**config.mk**
```make
export PLATFORM = sky130hd
export DESIGN_NAME = frame_resampler
export DESIGN_NICKNAME = d
export VERILOG_FILES = /design/src/rtl/gan_pkg.sv /design/src/rtl/resample_window_unit.sv /design/src/rtl/frame_resampler.sv
export SDC_FILE = /design/constraint.sdc
export NUM_CORES = 1
export LEC_CHECK = 0
export CORE_MARGIN = 1
export CORE_UTILIZATION = 35
export DETAILED_ROUTE_END_ITERATION = 16
export GPL_TIMING_DRIVEN = 1
export MAX_ROUTING_LAYER = met4
export PLACE_DENSITY = 0.57
export SLEW_MARGIN = 20
export SYNTH_ARGS = -nofsm -noshare
export SYNTH_HDL_FRONTEND = slang
export SYNTH_SLANG_ARGS = --single-unit
```
**constraint.sdc**
```tcl
create_clock -name clk -period 5.5 [get_ports clk]
set_input_delay 0.825 -clock clk [delete_from_list [all_inputs] [get_ports clk]]
set_output_delay 0.825 -clock clk [all_outputs]
set_load 0.02 [all_outputs]
```
**src/rtl/gan_pkg.sv**
```systemverilog
// Shared definitions for the GAN front-end: reduction mode encodings and the
// width helpers used by the resampler and the MAC layers.
package gan_pkg;

  localparam logic [1:0] MODE_NEAREST = 2'd0;
  localparam logic [1:0] MODE_MAX     = 2'd1;
  localparam logic [1:0] MODE_SUM     = 2'd2;
  localparam logic [1:0] MODE_RSVD    = 2'd3;

  function automatic int clog2(input int value);
    int r;
    r = 0;
    while ((1 << r) < value) r = r + 1;
    return r;
  endfunction

  // Clamp a sign- or zero-extended value into an out_w-bit word.
  function automatic logic [63:0] saturate(input logic signed [63:0] value,
                                           input int out_w, input bit is_signed);
    logic signed [63:0] hi_lim;
    logic signed [63:0] lo_lim;
    if (is_signed) begin
      hi_lim = (64'sd1 <<< (out_w - 1)) - 64'sd1;
      lo_lim = -(64'sd1 <<< (out_w - 1));
    end else begin
      hi_lim = (64'sd1 <<< out_w) - 64'sd1;
      lo_lim = 64'sd0;
    end
    if (value > hi_lim) return hi_lim;
    else if (value < lo_lim) return lo_lim;
    else return value;
  endfunction

endpackage

```
**src/rtl/resample_window_unit.sv**
```systemverilog
// Per-word reduction datapath: seeds a window, folds further words in by the
// selected mode, and presents the (saturated) window result for emission.
module resample_window_unit
  import gan_pkg::*;
#(
  parameter int DATA_WIDTH = 16,
  parameter int ACC_WIDTH  = 20,
  parameter bit SIGNED     = 1'b1
) (
  input  logic                  clk,
  input  logic                  rst,
  input  logic                  seed,
  input  logic                  accumulate,
  input  logic                  emit,
  input  logic [1:0]            mode,
  input  logic [DATA_WIDTH-1:0] word_in,
  output logic [DATA_WIDTH-1:0] result,
  output logic                  result_valid
);

  logic [ACC_WIDTH-1:0]  acc_q;
  logic [ACC_WIDTH-1:0]  acc_d;
  logic [ACC_WIDTH-1:0]  acc_next;
  logic [ACC_WIDTH-1:0]  word_ext;
  logic [63:0]           acc_wide;
  logic [DATA_WIDTH-1:0] sat_word;
  logic                  word_gt;

  always_comb begin
    word_ext = SIGNED ? ACC_WIDTH'($signed(word_in)) : ACC_WIDTH'(word_in);
    word_gt  = SIGNED ? ($signed(word_ext) > $signed(acc_q)) : (word_ext > acc_q);
    acc_next = acc_q;
    if (seed) begin
      acc_next = word_ext;
    end else if (accumulate) begin
      case (mode)
        MODE_MAX: if (word_gt) acc_next = word_ext;
        MODE_SUM: acc_next = acc_q + word_ext;
        default:  acc_next = acc_q;
      endcase
    end
    acc_d = acc_next;
    // The result includes the current word, so single-word windows emit on their seed cycle.
    acc_wide     = SIGNED ? 64'($signed(acc_next)) : 64'(acc_next);
    sat_word     = DATA_WIDTH'(saturate(acc_wide, DATA_WIDTH, SIGNED));
    result       = (mode == MODE_SUM) ? sat_word : acc_next[DATA_WIDTH-1:0];
    result_valid = emit & (seed | accumulate);
  end

  always_ff @(posedge clk) begin
    if (rst) acc_q <= '0;
    else     acc_q <= acc_d;
  end

endmodule

```
**src/rtl/frame_resampler.sv**
```systemverilog
// Reduces an INPUT_COUNT-word frame to OUTPUT_COUNT words, one input word per
// clock, double-buffered so sampled_flat holds the last result while busy.
module frame_resampler
  import gan_pkg::*;
#(
  parameter int INPUT_COUNT  = 16,
  parameter int OUTPUT_COUNT = 5,
  parameter int DATA_WIDTH   = 16,
  parameter int SIGNED       = 1
) (
  input  logic                               clk,
  input  logic                               rst,
  input  logic                               start,
  input  logic [1:0]                         mode,
  input  logic [DATA_WIDTH*INPUT_COUNT-1:0]  frame_flat,
  output logic [DATA_WIDTH*OUTPUT_COUNT-1:0] sampled_flat,
  output logic                               busy,
  output logic                               done,
  output logic                               mode_err
);

  localparam int ACC_WIDTH = DATA_WIDTH + clog2(INPUT_COUNT);
  localparam int IDX_W     = clog2(INPUT_COUNT + 1);
  localparam int WIN_W     = clog2(OUTPUT_COUNT + 1);
  localparam int POS_W     = clog2((INPUT_COUNT + 2) * (OUTPUT_COUNT + 1)) + 1;

  localparam logic [1:0] ST_IDLE = 2'd0;
  localparam logic [1:0] ST_SCAN = 2'd1;
  localparam logic [1:0] ST_DONE = 2'd2;

  if (OUTPUT_COUNT < 1 || INPUT_COUNT < OUTPUT_COUNT) begin : g_bad_params
    $error("frame_resampler: need 1 <= OUTPUT_COUNT <= INPUT_COUNT");
  end

  logic [1:0]                         state_q, state_d;
  logic [DATA_WIDTH*INPUT_COUNT-1:0]  frame_q, frame_d;
  logic [1:0]                         mode_q, mode_d;
  logic [IDX_W-1:0]                   idx_q, idx_d;
  logic [WIN_W-1:0]                   win_q, win_d;
  logic [POS_W-1:0]                   nxt_q, nxt_d;
  logic [POS_W-1:0]                   bnd_q, bnd_d;
  logic                               seed_q, seed_d;
  logic [DATA_WIDTH*OUTPUT_COUNT-1:0] shadow_q, shadow_d;
  logic [DATA_WIDTH*OUTPUT_COUNT-1:0] sampled_q, sampled_d;
  logic                               done_q, done_d;
  logic                               mode_err_q, mode_err_d;

  logic [DATA_WIDTH-1:0] word_cur;
  logic [DATA_WIDTH-1:0] unit_result;
  logic                  unit_valid;
  logic                  in_scan;
  logic                  end_win;

  resample_window_unit #(
    .DATA_WIDTH(DATA_WIDTH),
    .ACC_WIDTH (ACC_WIDTH),
    .SIGNED    (SIGNED != 0)
  ) u_window (
    .clk         (clk),
    .rst         (rst),
    .seed        (in_scan & seed_q),
    .accumulate  (in_scan),
    .emit        (end_win),
    .mode        (mode_q),
    .word_in     (word_cur),
    .result      (unit_result),
    .result_valid(unit_valid)
  );

  always_comb begin
    state_d    = state_q;
    frame_d    = frame_q;
    mode_d     = mode_q;
    idx_d      = idx_q;
    win_d      = win_q;
    nxt_d      = nxt_q;
    bnd_d      = bnd_q;
    seed_d     = seed_q;
    shadow_d   = shadow_q;
    sampled_d  = sampled_q;
    done_d     = 1'b0;
    mode_err_d = 1'b0;

    word_cur = '0;
    for (int i = 0; i < INPUT_COUNT; i++) begin
      if (idx_q == IDX_W'(i)) word_cur = frame_q[i*DATA_WIDTH +: DATA_WIDTH];
    end

    // Window k ends at word j when (k+1)*IN < (j+2)*OUT; nxt/bnd track both products.
    in_scan = (state_q == ST_SCAN);
    end_win = in_scan && (bnd_q < nxt_q);

    case (state_q)
      ST_SCAN: begin
        idx_d  = idx_q + IDX_W'(1);
        nxt_d  = nxt_q + POS_W'(OUTPUT_COUNT);
        seed_d = end_win;
        if (end_win) begin
          win_d = win_q + WIN_W'(1);
          bnd_d = bnd_q + POS_W'(INPUT_COUNT);
        end
        if (idx_q == IDX_W'(INPUT_COUNT - 1)) state_d = ST_DONE;
      end
      ST_DONE: begin
        sampled_d  = shadow_q;
        done_d     = 1'b1;
        mode_err_d = (mode_q == MODE_RSVD);
        state_d    = ST_IDLE;
      end
      default: state_d = ST_IDLE;
    endcase

    if (start && (state_q == ST_IDLE || state_q == ST_DONE)) begin
      state_d = ST_SCAN;
      frame_d = frame_flat;
      mode_d  = mode;
      idx_d   = '0;
      win_d   = '0;
      nxt_d   = POS_W'(2 * OUTPUT_COUNT);
      bnd_d   = POS_W'(INPUT_COUNT);
      seed_d  = 1'b1;
    end

    for (int k = 0; k < OUTPUT_COUNT; k++) begin
      if (unit_valid && win_q == WIN_W'(k)) shadow_d[k*DATA_WIDTH +: DATA_WIDTH] = unit_result;
    end
  end

  always_ff @(posedge clk) begin
    if (rst) begin
      state_q    <= ST_IDLE;
      frame_q    <= '0;
      mode_q     <= '0;
      idx_q      <= '0;
      win_q      <= '0;
      nxt_q      <= '0;
      bnd_q      <= '0;
      seed_q     <= 1'b0;
      shadow_q   <= '0;
      sampled_q  <= '0;
      done_q     <= 1'b0;
      mode_err_q <= 1'b0;
    end else begin
      state_q    <= state_d;
      frame_q    <= frame_d;
      mode_q     <= mode_d;
      idx_q      <= idx_d;
      win_q      <= win_d;
      nxt_q      <= nxt_d;
      bnd_q      <= bnd_d;
      seed_q     <= seed_d;
      shadow_q   <= shadow_d;
      sampled_q  <= sampled_d;
      done_q     <= done_d;
      mode_err_q <= mode_err_d;
    end
  end

  assign busy         = in_scan;
  assign done         = done_q;
  assign mode_err     = mode_err_q;
  assign sampled_flat = sampled_q;

endmodule
```
# Word-level counts from Yosys, hierarchy flattened
# Cells that the tools add are included.
# word_totals
register_bits	467
inputBits	261
output_inout_bits	83
# op_classes
n_addsub	5
n_lt_le_gt_ge	4
eq_ne	25
muxes	34
bitwise	5
n_reduce_logical	18
# op_table
cell	count
$mux W16	19
$mux W20	3
$eq A5 B4 Y1 const B	8
$pmux W20 S2	1
$add A20 B20 Y20	1
$eq A5 B3 Y1 const B	4
$gt A16 B20 Y1	1
$gt A20 B16 Y1 const B	1
$lt A20 B16 Y1 const B	1
$mux W5	3
$eq A5 B2 Y1 const B	2
$add A8 B3 Y8 const B	1
$add A8 B5 Y8 const B	1
$lt A8 B8 Y1	1
$mux W4	2
$logic_and A1 B1 Y1	7
$eq A2 B2 Y1 const B	3
$eq A3 B2 Y1 const B	2
$mux W1	6
$add A5 B1 Y5 const B	1
$eq A5 B1 Y1 const B	1
$logic_not A5 Y1	1
$eq A2 B1 Y1 const B	2
$reduce_and A2 Y1	2
13 further kinds	17

# Logic depth before layout (Yosys ltp)
# Gate-level depths: netlist of run 1.
# depth
word_depth	26
mapped_depth	27
ltp_nobuf	24

# Cells and area by module
# A second synthesis of run 1 with hierarchy kept.
# hier_totals
cells_unflattened	2831
area_unflattened_um2	21323.0
# by_module_without_submodules
mod	n_inst	cells_each	area_each_um2
frame_resampler	1	2447	18428.9
resample_window_unit	1	384	2894.0

# Least setup slack after synthesis of run 1
# OpenSTA, ideal clock, no wires.
# synth_timing
kind	register -> register
startpoint	register idx_q[0]
endpoint	register shadow_q[9]
setup_time_ps	137
arrival_time_ps	5709
required_ps	5363
path_slack_ps	-346
path_stages_with_launch	22
path_buffers	2
period_less_slack_ps	5846
cell_sequence	dfxtp_1 > ha_1 > clkbuf_1 > nor4b_1 > a22oi_1 > a211oi_1 > a211o_1 > a21oi_1 > o41ai_1 > ha_1 > nor2b_1 > o211ai_1 > a2111oi_2 > o311a_1 > a2111oi_2 > o221ai_1 > a211oi_2 > nor2_1 > a31o_1 > buf_2 > a41oi_2 > a211oi_1
# synth_between
elab_chain_cells	26
# synth_lines
item	line	source
from (decl)	frame_resampler.sv:38	logic [IDX_W-1:0] idx_q, idx_d;
from (signal assigned)	frame_resampler.sv:147	idx_q <= idx_d;
$logic_not A5 Y1	frame_resampler.sv:86	if (idx_q == IDX_W'(i)) word_cur = frame_q[i*DATA_WIDTH +: DATA_WIDTH];
$mux W16 (15 in series)	frame_resampler.sv:86	
$mux W16 (*)	frame_resampler.sv:86	
$gt A16 B20 Y1	resample_window_unit.sv:31	word_gt = SIGNED ? ($signed(word_ext) > $signed(acc_q)) : (word_ext > acc_q);
$mux W20	resample_window_unit.sv:37	MODE_MAX: if (word_gt) acc_next = word_ext;
$pmux W20 S2	resample_window_unit.sv:36	case (mode)
$mux W20	resample_window_unit.sv:35	end else if (accumulate) begin
$mux W20 (*)	resample_window_unit.sv:33	if (seed) begin
$lt A20 B16 Y1	gan_pkg.sv:30	else if (value < lo_lim) return lo_lim;
$mux W16	gan_pkg.sv:30	
$mux W16	gan_pkg.sv:29	if (value > hi_lim) return hi_lim;
$mux W16 (*)	resample_window_unit.sv:46	result = (mode == MODE_SUM) ? sat_word : acc_next[DATA_WIDTH-1:0];
to (signal assigned)	frame_resampler.sv:152	shadow_q <= shadow_d;
to (decl)	frame_resampler.sv:43	logic [DATA_WIDTH*OUTPUT_COUNT-1:0] shadow_q, shadow_d;
# Mark *: on every way between the ends. The rest lies on a longest branch, timed or not.
# A chain may end at the register's enable or synchronous reset.

# Worst setup path after layout of run 1
# layout_timing
startpoint	register idx_q[1]
endpoint	register shadow_q[24]
# Same word-level chain as after synthesis.

==> results.ini, run 1 <==
[clock_network]
h-tree-depth = 2
ctsRootBufferMaster = clkbuf_16
cts.sinks = 463
clkLatencyLatePin_ns = 0.60
clock_path_buffers = 3
path_clk_slew_ns = 0.07
cts_tree = built
numCtsBuffers = 50

[worst_hold_path]
min_path_type = reg -> reg
whs_path_depth = 2
whs_endpoint = sampled_flat[32]$_SDFFE_PP0P_
min_from = sampled_flat[32]$_SDFFE_PP0P_

[floorplanning]
num_io_pins = 344
dieWidth_um = 247
coreArea_sq_um = 59000
dieArea_sq_um = 60800
die_y_um = 247
initial_core_util_pct = 35.5
rows = 89

[setup_path]
worstSetupEndpointType = flip-flop
worstReg2RegEnd = shadow_q[24]$_SDFFE_PP0P_
max_stage_delay_ns = 0.57
critPathMostFrequentCell = buf_6
ff2ff_path_depth = 23
cp.arrival_ns = 6.12
critical_path.top_delay_family = compound AO/OA/AOI/OAI gates
cp_num_buf_inv = 6
r2r_start = idx_q[1]$_SDFFE_PP0P_
cp-start-kind = flip-flop
r2r_setup_slack_ns = -0.19
crit_path_max_fanout = 10
crit_chain = buf_6, ha_4, buf_4, buf_8, buf_6, o21ai_4, a21oi_1, or4_4, a31oi_4, o41a_1, ha_4, a41o_1, or2_1, o311a_1, a2111oi_4, o221ai_2, a211oi_2, buf_4, nor2_4, a31o_4, buf_6, a21oi_4, a211oi_2
critPathSlowestCell = or4_4
criticalPathCategory = reg -> reg
required_ns = 5.94

[synthesis]
syn_area_sq_um = 20900
syn_inst = 2747
ys_warn_count = 0
syn_area_per_cell_sq_um = 7.62
synth-edff-count = 0
synth-main-ff-cell = dfxtp_1
synth_seq_area_share_pct = 44.3
syn_nets = 3068
async_flop_share_pct = 0
ys_ff_latch = 463
synth_cell_types = 86

[timing]
max_freq_mhz = 176
fin_hold_ws_ns = 0.453
finalHoldViolCount = 0
fin_crit_ns = 5.69
relSlewSlack_pct = 26.4
post-route-period-util_pct = 103
setup_violations = 75
setup_slack_ns = -0.189
report.final.slew_viol_count = 0
clock_skew_ns = 0.0192
tns_ns = -8.10
grt_setup_unrepaired = true
tightest_slew_ns = 1.10

[job]
drv_cap = 0

[grt]
met1_usage_pct = 36.4
gr-usage-all-layers_pct = 27.7
antenna_found_initial = 1
grt_pass1_wl_um = 126000
overflow = 0
met3_usage_pct = 3.10
top_usage_layer = met2
first_global_vias = 21203
met2_usage_pct = 45.4
grt_max_degree = 147

[route]
drt-vias-per-instance = 5.30
detail-route-antenna-nets = 0
drt-pass1-iter-count = 5
post-route-drc-count = 0
wl_per_cell_um = 20.5
via_count = 21738
drtIter0Drc = 1657
routed_wl_um = 84000

[cells_and_area]
multi_input_area_sq_um = 12000
utilization_pct = 51.9
final_common_cell = nand2_1
nNetsFinal = 3611
area_growth_pct = 46.5
final-seq-area_sq_um = 9280
final_cell_mix = nand2_1, dfxtp_1, a21oi_1
layout-drive-gt1-share_pct = 20.0
fillers = 5604

[run_status]
status = finished, violations left
violations = negative setup slack

[placed_design]
io_buffers = 343
place_congestion = 0.950
dpl.hpwl_um = 63400

[power]
pwr_density_cell_nw_per_um2 = 280
leakagePower_nw = 11.5
peakVddDrop_mv = 0.260

-- cells by family (layout without fill, tap and decap cells) --
family                     after synthesis  count (layout)  share of synthesized area [%]
AOI/OAI and AO/OA                      778             778                           22.9
xor gates and xnor gates                26              26                           1.09
adders and majority gates               60              60                           3.62
buffers and inverters                  292             875                           5.33
DFF                                    463             463                           44.3
muxes                                    4               4                          0.191
other                                    0               1                              0
and+or+nand+nor                       1124            1124                           22.5
-- routing by layer --
layer / up-vias / share of wire (%)
li1: 10507 / -
met1: 10427 / 45
met2: 685 / 47
met3: 119 / 4.9
met4: 0 / 2.4
met5: - / 0
-- sequential cells by signal (all words and copies together) (netlist names), 3 cells and up --
name,flops
frame_q,256
sampled_flat,80
shadow_q,80
u_window.acc_q,20
nxt_q,8
idx_q,5
bnd_q,4
win_q,3
-- Yosys cell counts (15+ instances only) --
| library cell | count | area [sq um] |
|---|---|---|
| nand2_1 | 776 | 2910 |
| dfxtp_1 | 463 | 9270 |
| a21oi_1 | 432 | 2160 |
| clkbuf_1 | 197 | 739 |
| nor2_1 | 153 | 574 |
| inv_1 | 82 | 308 |
| o21ai_0 | 70 | 350 |
| a211oi_1 | 68 | 510 |
| ha_1 | 59 | 738 |
| nor3_1 | 27 | 135 |
| nand3_1 | 25 | 125 |
| nor2b_1 | 22 | 138 |
| nand2b_1 | 19 | 119 |
| a22oi_1 | 18 | 135 |
| and2_1 | 17 | 106 |
| o211ai_1 | 17 | 128 |
| a31oi_1 | 16 | 100 |
| o32ai_1 | 16 | 140 |
| or3_1 | 16 | 100 |
| xnor2_1 | 16 | 140 |
| a221o_1 | 15 | 150 |
| o221ai_1 | 15 | 131 |
-- power by group --
part           internal, W  leakage, nW  total, W  switching, W
clock              0.00214        0.843   0.00361       0.00147
combinational     0.000634         6.87   0.00135      0.000718
sequential         0.00350         3.78   0.00362      0.000123
total              0.00627         11.5   0.00858       0.00231
-- worst max-delay path by stage --
stage | from | to | slack (ns) | cells after the start
6_report | idx_q[1]$_SDFFE_PP0P_ | shadow_q[24]$_SDFFE_PP0P_ | -0.19 | 23
4_1_cts | idx_q[1]$_SDFFE_PP0P_ | shadow_q[65]$_SDFFE_PP0P_ | -0.03 | 27
3_3_place_gp | idx_q[0]$_SDFFE_PP0P_ | shadow_q[35]$_SDFFE_PP0P_ | -1.00 | 23
5_1_grt | idx_q[0]$_SDFFE_PP0P_ | shadow_q[24]$_SDFFE_PP0P_ | -0.37 | 26
3_5_place_dp | idx_q[0]$_SDFFE_PP0P_ | shadow_q[36]$_SDFFE_PP0P_ | -1.18 | 23
2_1_floorplan | idx_q[0]$_SDFFE_PP0P_ | shadow_q[9]$_SDFFE_PP0P_ | 0.02 | 25
-- cell type report --
cell class	instances	area share [%]
Timing Repair Buffer	700	20.7
Multi-Input combinational cell	1992	39.1
Clock inverter	23	1.11
Tap cell	773	3.16
Inverter	83	1.05
Antenna cell	1	0.00817
Sequential cell	463	30.3
Clock buffer	69	4.61
-- per-stage QoR --
stage / area [sq um] / worst slack [ns] / std cells / power, W
after floorplan: 21000 / 0.0171 / 2747 / 0.00421
after global placement: 27000 / -1.00 / 3956 / 0.00485
after detailed placement: 27000 / -1.18 / 3956 / 0.00486
after CTS: 30100 / -0.0317 / 4089 / 0.00856
after global routing: 30600 / -0.368 / 4104 / 0.00888
final: 30600 / -0.189 / 4104 / 0.00858
-- worst min-delay path, stage by stage, from the launching register on --
cell and delay, ns:
dfxtp_1 0.31, nand2_1 0.05, a21oi_1 0.05
-- what timing repair did --
action                                 CTS  global route
pin swaps                               92            72
setup buffers                           43            20
gates resized for setup                216           103
setup endpoints to repair              100            80
gates cloned                             2             0
endpoints found under the hold margin    0             0
hold buffers                             0             0
(Power assumes the default switching activity.)
==> inputs of run 2 (changes only) <==
CORE_UTILIZATION = 30   (was 35)
CTS_BUF_LIST = sky130_fd_sc_hd__clkbuf_4   (was unset)
CTS_CLUSTER_DIAMETER = 60   (was unset)
PLACE_DENSITY = 0.51   (was 0.57)
==> results.ini, run 2 (same netlist as run 1, synthesis figures left out) <==
[run_status]
status = finished, violations left  ; unchanged
violations = negative setup slack  ; unchanged

[setup_path]
critPathMostFrequentCell = buf_4  ; was buf_6
criticalPathCategory = reg -> reg  ; unchanged
critPathSlowestCell = a211oi_2  ; was or4_4
cp.arrival_ns = 6.59  ; was 6.12 ns
crit_path_max_fanout = 6  ; was 10
worstSetupEndpointType = flip-flop  ; unchanged
required_ns = 6.30  ; was 5.94 ns
r2r_start = idx_q[0]$_SDFFE_PP0P_  ; was idx_q[1]$_SDFFE_PP0P_
cp-start-kind = flip-flop  ; unchanged
max_stage_delay_ns = 0.43  ; was 0.57 ns
startpoint = idx_q[0]$_SDFFE_PP0P_  ; was idx_q[1]$_SDFFE_PP0P_

[worst_hold_path]
min_path_type = in -> reg  ; was reg -> reg
min_from = rst  ; was sampled_flat[32]$_SDFFE_PP0P_

[route]
wl_per_cell_um = 19.5  ; was 20.5 um
routed_wl_um = 84600  ; was 84000 um
via_count = 21782  ; was 21738
post-route-drc-count = 0  ; unchanged
detail-route-antenna-nets = 0  ; unchanged
drtIter0Drc = 1585  ; was 1657
drt-pass1-iter-count = 7  ; was 5
drt-vias-per-instance = 5.03  ; was 5.30

[clock_network]
cts_tree = built  ; unchanged
cts.sinks = 463  ; unchanged
numCtsBuffers = 131  ; was 50
ctsRootBufferMaster = clkbuf_4  ; was clkbuf_16
clock_path_buffers = 3  ; unchanged
h-tree-depth = 4  ; was 2
clkLatencyLatePin_ns = 0.95  ; was 0.60 ns
path_clk_slew_ns = 0.06  ; was 0.07 ns

[timing]
report.final.slew_viol_count = 0  ; unchanged
finalHoldViolCount = 0  ; unchanged
grt_setup_unrepaired = true  ; unchanged
max_freq_mhz = 173  ; was 176 MHz
tightest_slew_ns = 1.04  ; was 1.10 ns
tns_ns = -16.87  ; was -8.10 ns
post-route-period-util_pct = 105  ; was 103%
clock_skew_ns = 0.0485  ; was 0.0192 ns
relSlewSlack_pct = 30.9  ; was 26.4%
setup_slack_ns = -0.288  ; was -0.189 ns
fin_hold_ws_ns = 0.383  ; was 0.453 ns
setup_violations = 75  ; unchanged
fin_crit_ns = 5.79  ; was 5.69 ns

[power]
switching_share_pct = 28.4  ; was 26.9%
internal_power_w = 0.00579  ; was 0.00627 W
switching_power_w = 0.00230  ; was 0.00231 W
leakagePower_nw = 11.3  ; was 11.5 nW
pwr_density_cell_nw_per_um2 = 271  ; was 280 nW/um^2
seqPwrFrac_pct = 44.7  ; was 42.2%
p_comb_share_pct = 15.9  ; was 15.8%
peakVddDrop_mv = 0.124  ; was 0.260 mV
clkPwrFrac_pct = 39.4  ; was 42.0%

[cells_and_area]
layout-drive-gt1-share_pct = 19.2  ; was 20.0%
nNetsFinal = 3639  ; was 3611
final_cells = 4331  ; was 4104
final_common_cell = nand2_1  ; unchanged
area_growth_pct = 42.7  ; was 46.5%
final_cell_mix = nand2_1, dfxtp_1, a21oi_1  ; unchanged
top_register = frame_q  ; unchanged
largest_reg_flops = 256  ; unchanged

[floorplanning]
dieWidth_um = 266  ; was 247 um
dieArea_sq_um = 70800  ; was 60800 sq um
rows = 96  ; was 89
die_y_um = 266  ; was 247 um
initial_core_util_pct = 30.4  ; was 35.5%
coreArea_sq_um = 68800  ; was 59000 sq um
num_io_pins = 344  ; unchanged

[grt]
first_global_vias = 21572  ; was 21203
grt_max_degree = 184  ; was 147
grt_pass1_wl_um = 128000  ; was 126000 um
overflow = 0  ; unchanged
antenna_found_initial = 2  ; was 1
gr-usage-all-layers_pct = 24.4  ; was 27.7%

[placed_design]
dpl.hpwl_um = 64100  ; was 63400 um
dp.cells = 4081  ; was 3956
place_congestion = 0.940  ; was 0.950
io_buffers = 343  ; unchanged

[job]
drv_cap = 0  ; unchanged

[run 2: area by class of cell]
class | count | area [sq um]
Sequential cell | 463 | 9280
Multi-Input combinational cell | 1992 | 11400
Timing Repair Buffer | 647 | 6040
Clock buffer | 173 | 1300
Inverter | 83 | 320
Tap cell | 931 | 1160
Clock inverter | 40 | 315
Antenna cell | 2 | 5.00
Fill cell | 7008 | 39000
[run 2: worst paths after layout]
kind                                         to  slack, ns  cells after the start
hold / removal     sampled_flat[2]$_SDFFE_PP0P_       0.38                      2
hold reg to reg   sampled_flat[11]$_SDFFE_PP0P_       0.45                      2
setup reg to reg      shadow_q[16]$_SDFFE_PP0P_      -0.29                     27
setup / recovery      shadow_q[16]$_SDFFE_PP0P_      -0.29                     27
[run 2: what timing repair did]
action                                  in CTS  in global routing
hold buffers                                 0                  0
resized for setup                          135                 60
setup buffers                               30                  5
endpoints found under the setup margin     100                 90
cloned                                       2                  0
pin swaps                                   32                 35
[run 2: power groups by stage]
stage,registers (W),logic (W),clock network (W)
after global routing,0.00363,0.00139,0.00348
after CTS,0.00362,0.00126,0.00330
final,0.00362,0.00129,0.00318
after detailed placement,0.00369,0.00116,0
after floorplan,0.00363,0.000586,0
after global placement,0.00369,0.00116,0
[run 2: metal layers]
layer / track usage (%) / vias to the layer above / part of all wire [%] / wire (um)
met2: 39.1 / 661 / 47 / 40200
met5: - / - / 0 / 0
met1: 31.2 / 10393 / 45 / 38200
met4: 7.95 / 0 / 2.3 / 1980
met3: 3.95 / 124 / 5.0 / 4260
li1: - / 10604 / - / -
[run 2: critical path, delay by kind of cell, from the launching register on]
family          cells  cell delay [ns]
buf+inv             8             1.22
compound gates     15             3.40
fa+ha+maj           2             0.47
flops               1             0.37
simple gates        2             0.18
[run 2: stage by stage]
stage / power, W / setup slack, ns / cell area (sq um) / utilization (%)
after CTS: 0.00817 / -0.324 / 29500 / 42.9
after detailed placement: 0.00485 / -1.28 / 27000 / 39.2
after global routing: 0.00851 / -0.465 / 29900 / 43.4
final: 0.00809 / -0.288 / 29900 / 43.4
after floorplan: 0.00421 / 0.0171 / 21000 / -
after global placement: 0.00485 / -1.22 / 27000 / 39.2
==> inputs of run 3 (changes only) <==
PLACE_DENSITY = 0.49   (was 0.51)
clock period = 6.65 ns   (was 5.5 ns; I/O delays follow)
==> results.ini, run 3 (same netlist as run 1, synthesis figures left out) <==
[run_status]
status = finished, final reports clean  ; was finished, violations left

[cells_and_area]
final_cell_mix = nand2_1, dfxtp_1, a21oi_1  ; unchanged
nNetsFinal = 3441  ; was 3639
final_cells = 4157  ; was 4331
final_common_cell = nand2_1  ; unchanged
area_growth_pct = 31.1  ; was 42.7%
layout-drive-gt1-share_pct = 10.9  ; was 19.2%
top_register = frame_q  ; unchanged
largest_reg_flops = 256  ; unchanged

[clock_network]
path_clk_slew_ns = 0.06  ; about the same
clkLatencyLatePin_ns = 1.00  ; was 0.95 ns
numCtsBuffers = 135  ; was 131
cts.sinks = 463  ; unchanged
ctsRootBufferMaster = clkbuf_4  ; unchanged
clock_path_buffers = 3  ; unchanged
cts_tree = built  ; unchanged
h-tree-depth = 4  ; unchanged

[power]
internal_power_w = 0.00468  ; was 0.00579 W
switching_power_w = 0.00190  ; was 0.00230 W
peakVddDrop_mv = 0.115  ; was 0.124 mV
p_comb_share_pct = 13.4  ; was 15.9%
switching_share_pct = 28.8  ; was 28.4%
leakagePower_nw = 10.1  ; was 11.3 nW
seqPwrFrac_pct = 45.6  ; was 44.7%
pwr_density_cell_nw_per_um2 = 240  ; was 271 nW/um^2
clkPwrFrac_pct = 41.0  ; was 39.4%

[route]
post-route-drc-count = 0  ; unchanged
via_count = 21131  ; was 21782
detail-route-antenna-nets = 0  ; unchanged
wl_per_cell_um = 20.5  ; was 19.5 um
routed_wl_um = 85000  ; was 84600 um
drt-vias-per-instance = 5.08  ; was 5.03
drt-pass1-iter-count = 5  ; was 7
drtIter0Drc = 1420  ; was 1585

[grt]
antenna_found_initial = 11  ; was 2
grt_max_degree = 176  ; was 184
overflow = 0  ; unchanged
gr-usage-all-layers_pct = 24.3  ; was 24.4%
first_global_vias = 20940  ; was 21572
grt_pass1_wl_um = 126000  ; was 128000 um

[floorplanning]
initial_core_util_pct = 30.4  ; unchanged
num_io_pins = 344  ; unchanged
dieWidth_um = 266  ; unchanged
die_y_um = 266  ; unchanged
coreArea_sq_um = 68800  ; unchanged
rows = 96  ; unchanged
dieArea_sq_um = 70800  ; unchanged

[timing]
report.final.slew_viol_count = 0  ; unchanged
setup_violations = 0  ; was 75
tns_ns = 0  ; was -16.87 ns
finalHoldViolCount = 0  ; unchanged
grt_setup_unrepaired = true  ; unchanged
relSlewSlack_pct = 29.4  ; was 30.9%
clock_skew_ns = 0.0617  ; was 0.0485 ns
tightest_slew_ns = 1.06  ; was 1.04 ns
max_freq_mhz = 155  ; was 173 MHz
fin_crit_ns = 6.43  ; was 5.79 ns
post-route-period-util_pct = 96.7  ; was 105%

[worst_hold_path]
min_path_type = reg -> reg  ; was in -> reg

[setup_path]
required_ns = 7.51  ; was 6.30 ns
worstSetupEndpointType = flip-flop  ; unchanged
cp.arrival_ns = 7.29  ; was 6.59 ns
crit_path_max_fanout = 14  ; was 6
criticalPathCategory = reg -> reg  ; unchanged
cp-start-kind = flip-flop  ; unchanged

[placed_design]
dpl.hpwl_um = 64100  ; about the same
io_buffers = 343  ; unchanged
place_congestion = 0.915  ; was 0.940
dp.cells = 3913  ; was 4081

[job]
drv_cap = 0  ; unchanged

[run 3: cell types whose count changed in the layout (fill, tap and decap cells not counted), moves of 6 or more]
cell      change
o21ai_0       +7
ha_1          +9
a21oi_2      -10
buf_12        -7
buf_6        -18
a211oi_2     -33
clkinv_2      -6
clkbuf_4     +19
a21oi_1      +13
buf_4       -171
diode_2      +10
a211oi_1     +34
ha_4          -8
[run 3: power by group through the flow]
| stage | sequential [W] | combinational (W) | clock, W |
|---|---|---|---|
| finish | 0.00300 | 0.000884 | 0.00269 |
| global route | 0.00301 | 0.000962 | 0.00294 |
| CTS | 0.00300 | 0.000880 | 0.00279 |
| detailed placement | 0.00306 | 0.000875 | 0 |
| global placement | 0.00306 | 0.000871 | 0 |
| floorplan | 0.00300 | 0.000481 | 0 |
[run 3: worst max-delay path, stage by stage, from the launching register on]
cell and delay [ns]:
dfxtp_1 0.40, inv_1 0.11, ha_1 0.23, buf_4 0.18
nor4bb_2 0.21, buf_4 0.23, a222oi_1 0.30, o21bai_1 0.15
o21ai_0 0.17, nor4_1 0.55, o21ai_1 0.29, ha_1 0.48
a211o_1 0.16, o211ai_1 0.12, a211oi_1 0.51, nand4bb_1 0.28
a31oi_1 0.18, nand2b_1 0.26, a31o_1 0.26, or3_1 0.37
a41oi_4 0.28, buf_12 0.21, nor2_1 0.10, a211oi_1 0.29
[run 3: area by class of cell]
cell class	instances	area (sq um)
tap	931	1160
clock buffer	192	1440
sequential	463	9270
fill	7157	41400
inverter	83	312
antenna	12	30.0
clock inverter	39	244
multi-input combinational	1992	10700
timing repair buffer	445	4310
[run 3: metrics by stage]
| stage | utilization [%] | cell area, sq um | worst slack (ns) | hold slack (ns) | power [W] |
|---|---|---|---|---|---|
| 6_report | 39.9 | 27400 | 0.218 | 0.433 | 0.00657 |
| 5_1_grt | 39.9 | 27400 | -0.0330 | 0.427 | 0.00691 |
| 4_1_cts | 39.7 | 27300 | 0.0133 | 0.427 | 0.00666 |
| 3_5_place_dp | 37.2 | 25600 | -0.126 | 0.446 | 0.00393 |
| 3_3_place_gp | 37.2 | 25600 | -0.0692 | 0.442 | 0.00393 |
| 2_1_floorplan | - | 20900 | 0.804 | 0.431 | 0.00348 |
[run 3: final timing paths]
check                            start                            end  slack [ns]  cells past startpoint
min reg2reg  shadow_q[25]$_SDFFE_PP0P_  sampled_flat[25]$_SDFFE_PP0P_        0.43                      2
min          shadow_q[25]$_SDFFE_PP0P_  sampled_flat[25]$_SDFFE_PP0P_        0.43                      2
max              idx_q[0]$_SDFFE_PP0P_      shadow_q[68]$_SDFFE_PP0P_        0.22                     23
max reg2reg      idx_q[0]$_SDFFE_PP0P_      shadow_q[68]$_SDFFE_PP0P_        0.22                     23
[run 3: repair_timing]
| item | CTS | global route |
|---|---|---|
| hold buffers | 0 | 0 |
| pin swaps | 0 | 1 |
| setup buffers | 0 | 1 |
| endpoints found under the setup margin | 75 | 78 |
| gates resized for setup | 3 | 16 |
| endpoints found under the hold margin | 0 | 0 |
[run 3: routing by layer]
layer	global-route usage (%)	share of wire, %
met5	-	0
met2	38.0	46
met3	4.88	5.5
met4	10.9	3.8
met1	30.2	44
